$ cat src/rtl/fu_result_buffer_pkg.sv
// rtl/fu_result_buffer_pkg.sv - shared widths, FU lane indices and result entry type
package fu_result_buffer_pkg;
    localparam int XLEN        = 32;
    localparam int ROB_TAG_LEN = 5;

    localparam int FU_ALU  = 0;
    localparam int FU_MULT = 1;
    localparam int FU_LSU  = 2;
    localparam int FU_BTU  = 3;

    typedef struct packed {
        logic [XLEN-1:0]        value;
        logic [ROB_TAG_LEN-1:0] tag;
        logic                   mis_predict;
        logic [XLEN-1:0]        target_pc;
    } fu_result_entry_t;
endpackage

$ cat src/rtl/fu_result_fifo.sv
// rtl/fu_result_fifo.sv - single-lane result FIFO with zeroed head when empty
module fu_result_fifo
    import fu_result_buffer_pkg::*;
#(
    parameter int DEPTH = 2
) (
    input  logic             clock,
    input  logic             reset,
    input  logic             flush,
    input  logic             push,
    input  fu_result_entry_t push_data,
    input  logic             pop,
    output fu_result_entry_t head_data,
    output logic             empty,
    output logic             full
);
    localparam int PW = (DEPTH > 1) ? $clog2(DEPTH) : 1;
    localparam int CW = $clog2(DEPTH + 1);
    localparam logic [PW-1:0] LAST = PW'(DEPTH - 1);

    fu_result_entry_t mem [DEPTH];
    logic [PW-1:0]    rd_ptr;
    logic [PW-1:0]    wr_ptr;
    logic [CW-1:0]    count;
    logic             do_push;
    logic             do_pop;

    function automatic logic [PW-1:0] ptr_next(input logic [PW-1:0] p);
        return (p == LAST) ? '0 : p + PW'(1);
    endfunction

    assign empty     = (count == '0);
    assign full      = (count == CW'(DEPTH));
    assign do_push   = push && !full;
    assign do_pop    = pop && !empty;
    assign head_data = empty ? '0 : mem[rd_ptr];

    always_ff @(posedge clock) begin
        if (reset || flush) begin
            rd_ptr <= '0;
            wr_ptr <= '0;
            count  <= '0;
        end else begin
            if (do_push) wr_ptr <= ptr_next(wr_ptr);
            if (do_pop)  rd_ptr <= ptr_next(rd_ptr);
            if (do_push && !do_pop)      count <= count + CW'(1);
            else if (!do_push && do_pop) count <= count - CW'(1);
        end
    end

    // Storage needs no reset: the head is masked to zero while the lane is empty.
    always_ff @(posedge clock) begin
        if (do_push && !reset && !flush) mem[wr_ptr] <= push_data;
    end
endmodule

$ cat src/rtl/fu_result_buffer.sv
// rtl/fu_result_buffer.sv - per-FU result FIFOs between the functional units and the CDB arbiter
module fu_result_buffer
    import fu_result_buffer_pkg::*;
#(
    parameter int NUM_FU = 4,
    parameter int DEPTH  = 2
) (
    input  logic                                  clock,
    input  logic                                  reset,
    input  logic                                  flush,
    input  logic [NUM_FU-1:0]                     fu_valid,
    input  logic [NUM_FU-1:0][XLEN-1:0]           fu_value,
    input  logic [NUM_FU-1:0][ROB_TAG_LEN-1:0]    fu_tag,
    input  logic                                  fu_mis_predict_in,
    input  logic [XLEN-1:0]                       fu_target_pc_in,
    output logic [NUM_FU-1:0]                     fu_ready,
    input  logic [1:0]                            cdb_select_fu,
    input  logic                                  cdb_enable,
    output logic [NUM_FU-1:0][XLEN-1:0]           fu_results,
    output logic [NUM_FU-1:0]                     fu_result_ready,
    output logic [NUM_FU-1:0][ROB_TAG_LEN-1:0]    fu_tags,
    output logic                                  fu_mis_predict,
    output logic [XLEN-1:0]                       fu_target_pc
);
    fu_result_entry_t        push_data [NUM_FU];
    fu_result_entry_t        head      [NUM_FU];
    logic [NUM_FU-1:0]       empty;
    logic [NUM_FU-1:0]       full;
    logic                    unused_extras;

    for (genvar i = 0; i < NUM_FU; i++) begin : g_lane
        logic pop;

        assign push_data[i].value = fu_value[i];
        assign push_data[i].tag   = fu_tag[i];
        if (i == FU_BTU) begin : g_btu
            assign push_data[i].mis_predict = fu_mis_predict_in;
            assign push_data[i].target_pc   = fu_target_pc_in;
        end else begin : g_plain
            assign push_data[i].mis_predict = 1'b0;
            assign push_data[i].target_pc   = '0;
        end

        assign pop = cdb_enable && (cdb_select_fu == 2'(i));

        fu_result_fifo #(.DEPTH(DEPTH)) u_fifo (
            .clock     (clock),
            .reset     (reset),
            .flush     (flush),
            .push      (fu_valid[i]),
            .push_data (push_data[i]),
            .pop       (pop),
            .head_data (head[i]),
            .empty     (empty[i]),
            .full      (full[i])
        );

        // Ready comes from registered fullness only, so a grant never reaches back to the FU.
        assign fu_ready[i]        = !full[i];
        assign fu_result_ready[i] = !empty[i];
        assign fu_results[i]      = head[i].value;
        assign fu_tags[i]         = head[i].tag;
    end

    assign fu_mis_predict = head[FU_BTU].mis_predict;
    assign fu_target_pc   = head[FU_BTU].target_pc;

    always_comb begin
        unused_extras = 1'b0;
        for (int i = 0; i < NUM_FU; i++) begin
            if (i != FU_BTU) unused_extras = unused_extras ^ head[i].mis_predict ^ (^head[i].target_pc);
        end
    end
endmodule

$ cat config.mk
export PLATFORM = sky130hd
export DESIGN_NAME = fu_result_buffer
export DESIGN_NICKNAME = d
export VERILOG_FILES = /design/src/rtl/fu_result_buffer_pkg.sv /design/src/rtl/fu_result_fifo.sv /design/src/rtl/fu_result_buffer.sv
export SDC_FILE = /design/constraint.sdc
export NUM_CORES = 1
export LEC_CHECK = 0
export CORE_ASPECT_RATIO = 1.1
export CORE_MARGIN = 5
export CORE_UTILIZATION = 52
export DETAILED_ROUTE_END_ITERATION = 16
export GPL_TIMING_DRIVEN = 0
export PLACE_DENSITY_LB_ADDON = 0.08
export SYNTH_ARGS = -nofsm -noshare
export SYNTH_HDL_FRONTEND = slang
export SYNTH_SLANG_ARGS = --single-unit
$ cat constraint.sdc
create_clock -name clock -period 16.25 [get_ports clock]
set_input_delay 4.875 -clock clock [delete_from_list [all_inputs] [get_ports clock]]
set_output_delay 4.875 -clock clock [all_outputs]
set_load 0.03 [all_outputs]
==> impl_metrics.py <==
metrics = {
    "floorplanning": {
        "die_height_um": 185,
        "coreArea_sq_um": 27700,
        "start_util": 0.524,
        "pin_count": 380,
        "die-area_sq_um": 31400,
        "die_x_um": 169,
        "row_count": 64,
    },
    "clock_tree": {
        "clk_pin_slew_ns": 0.06,
        "cts-resized-gates": 0,
        "post_cts_buffers": 0,
        "clk_path_buf_depth": 3,
        "cts_tree": "built",
        "cts_buffers": 37,
        "holdBufCountCts": 0,
        "cts_sinks": 382,
        "cts_root_buffer": "clkbuf_16",
        "htreeDepth": 2,
        "clkLatencyLatePin_ns": 0.52,
    },
    "global_route": {
        "grt_max_degree": 60,
        "grt_util_all_layers": 0.202,
        "overflow": 0,
        "antenna_found_initial": 4,
        "grt_pass1_wl_um": 49300,
        "first_global_vias": 9200,
    },
    "detailed_routing": {
        "dr.pass1.iters": 4,
        "wl_met1_um": 11900,
        "route.met2.wl_um": 16800,
        "wl_per_cell_um": 19.0,
        "drc": 0,
        "detail_route.iter0.violations": 482,
        "routed.top_layer": "met5",
        "wl_um": 32700,
        "drt.antenna.violating_nets": 0,
        "vias_per_cell": 5.02,
        "vias": 8656,
        "wl_met3_um": 3090,
    },
    "sta": {
        "rsz0062_at_grt": "false",
        "skew_ns": 0.0147,
        "setup_tns_ns": 0,
        "tightest_slew_ns": 0.892,
        "whs_ns": 0.483,
        "slew_viol_final": 0,
        "fin_crit_sh": 0.470,
        "finalHoldViolCount": 0,
        "slew_headroom": 0.406,
        "fmax_mhz": 131,
        "setup_violations": 0,
        "period_needed_ns": 7.64,
    },
    "worst_setup_path": {
        "criticalPathCategory": "flip-flop to output pin",
        "cp_cell_sequence": "nor2_1, clkbuf_1, nor2_1, clkdlybuf4s50_1",
        "required_ns": 11.37,
        "crit_family": "buffers and inverters",
        "cp.arrival_ns": 2.77,
        "crit_start": "g_lane[3].u_fifo.count[0]",
        "slowest_delay_ns": 0.69,
        "slowest_stage": "nor2_1",
        "end_kind": "output pin",
        "crit_top_cell": "nor2_1",
        "start_kind": "flip-flop",
        "cp_num_buf_inv": 2,
        "r2r-start": "g_lane[0].u_fifo.count[0]",
        "path_max_fanout": 10,
    },
    "finish": {
        "final_cell_mix": "clkdlybuf4s50_1 (379), edfxtp_1 (362), nor2_1 (196), mux2i_1 (187), clkbuf_16 (39)",
        "final_common_cell": "clkdlybuf4s50_1",
        "fin_nets": 1523,
        "flow.area_growth_from_synthesis_pct": 39.3,
        "final_area_sq_um": 20200,
        "drive_gt1_frac": 0.0862,
        "post-route-util": 0.731,
    },
    "placement": {
        "dp_hpwl_um": 23600,
        "gp_congestion": 0.778,
        "port_buffers": 379,
        "place_area_sq_um": 19100,
    },
    "power": {
        "p_leak_uw": 0.00665,
        "ir_drop_mv": 0.0934,
        "p_per_area_nw_per_um2": 107,
    },
    "outcome": {
        "status": "complete, no violations",
    },
    "run": {
        "drv_cap": 0,
    },
    "yosys": {
        "syn_nets": 1078,
        "synth_area_sq_um": 14500,
        "ys_types": 22,
        "syn_area_per_cell_sq_um": 16.5,
        "synthCells": 883,
        "synth-seq-cells": 382,
        "yosysSeqAreaShare": 0.776,
        "yosysWarnings": 0,
    },
    "worst_hold_path": {
        "min_path_type": "flip-flop to flip-flop",
        "worst_hold_startpoint": "g_lane[0].u_fifo.rd_ptr",
    },
}
-- cell type report --
cell class              count  area, sq um
flip-flops and latches    382        11300
repair buffers            406         4040
clock inverters            26          186
fillers                  1829         7460
clock buffers              42          987
plain buffers              44          196
diodes                      3         7.51
inverters                  12         45.0
multi-input cells         445         3050
well taps                 363          454
-- through the flow --
step           power (uW)  worst slack, ns  instances
2_1_floorplan        1240             3.71        883
3_3_place_gp         1360           -0.669       1625
3_5_place_dp         1370             8.74       1652
4_1_cts              2190             8.48       1720
5_1_grt              2240             8.37       1723
6_report             2160             8.61       1723
-- sequential cells by signal, indices dropped and copies added, names as in the netlist, named ones only --
| name | cells |
|---|---|
| g_lane.u_fifo.count | 8 |
| g_lane.u_fifo.mem | 362 |
| g_lane.u_fifo.rd_ptr | 4 |
| g_lane.u_fifo.wr_ptr | 4 |
-- power breakdown --
part	leakage [uW]	internal [uW]	switching (uW)
Clock	0.000571	470	347
Sequential	0.00345	1100	5.70
Combinational	0.00263	109	131
Total	0.00665	1680	484
-- worst register-to-register path, delay by kind of cell, from the launching register on --
family / cells / cell delay, ns
flip-flops: 1 / 0.40
buffers and inverters: 4 / 0.83
AND/OR/NAND/NOR: 2 / 0.77
-- logic make-up after synthesis --
| family | synth area share |
|---|---|
| muxes | 0.129 |
| adders and majority gates | 0.00344 |
| DFF | 0.776 |
| AOI/OAI and AO/OA | 0.00611 |
| buffers and inverters | 0.0166 |
| and+or+nand+nor | 0.0639 |
| xor gates and xnor gates | 0.00543 |
-- routing by layer --
metal,vias to the layer above,track usage
li1,4158,-
met1,4129,0.232
met2,304,0.356
met3,63,0.0730
met4,2,0.0641
met5,-,0
-- final timing paths --
check | end | slack [ns] | depth (start not counted)
setup / recovery | fu_tags[16] | 8.61 | 4
hold / removal | flip-flop | 0.48 | 2
setup reg to reg | g_lane[0].u_fifo.mem[0][18] | 13.96 | 6
hold reg to reg | flip-flop | 0.48 | 2
-- cell usage after synthesis (all sizes together) --
| master | instances | area, sq um |
|---|---|---|
| mux2i | 187 | 1870 |
| buf | 28 | 136 |
| or3 | 13 | 81.3 |
| a21oi | 8 | 40.0 |
| xor2 | 9 | 78.8 |
| nor2b | 4 | 25.0 |
| or2 | 1 | 6.26 |
| o21ai | 8 | 40.0 |
| ha | 4 | 50.1 |
| nor4 | 4 | 25.0 |
| clkbuf | 16 | 60.1 |
| o2111ai | 1 | 8.76 |
| nor2 | 196 | 736 |
| nand2 | 4 | 15.0 |
| nand2b | 1 | 6.26 |
| dfxtp | 20 | 400 |
| or3b | 1 | 8.76 |
| edfxtp | 362 | 10900 |
| and3 | 4 | 25.0 |
| inv | 12 | 45.0 |
No activity file was read; power rests on OpenSTA's default activity.
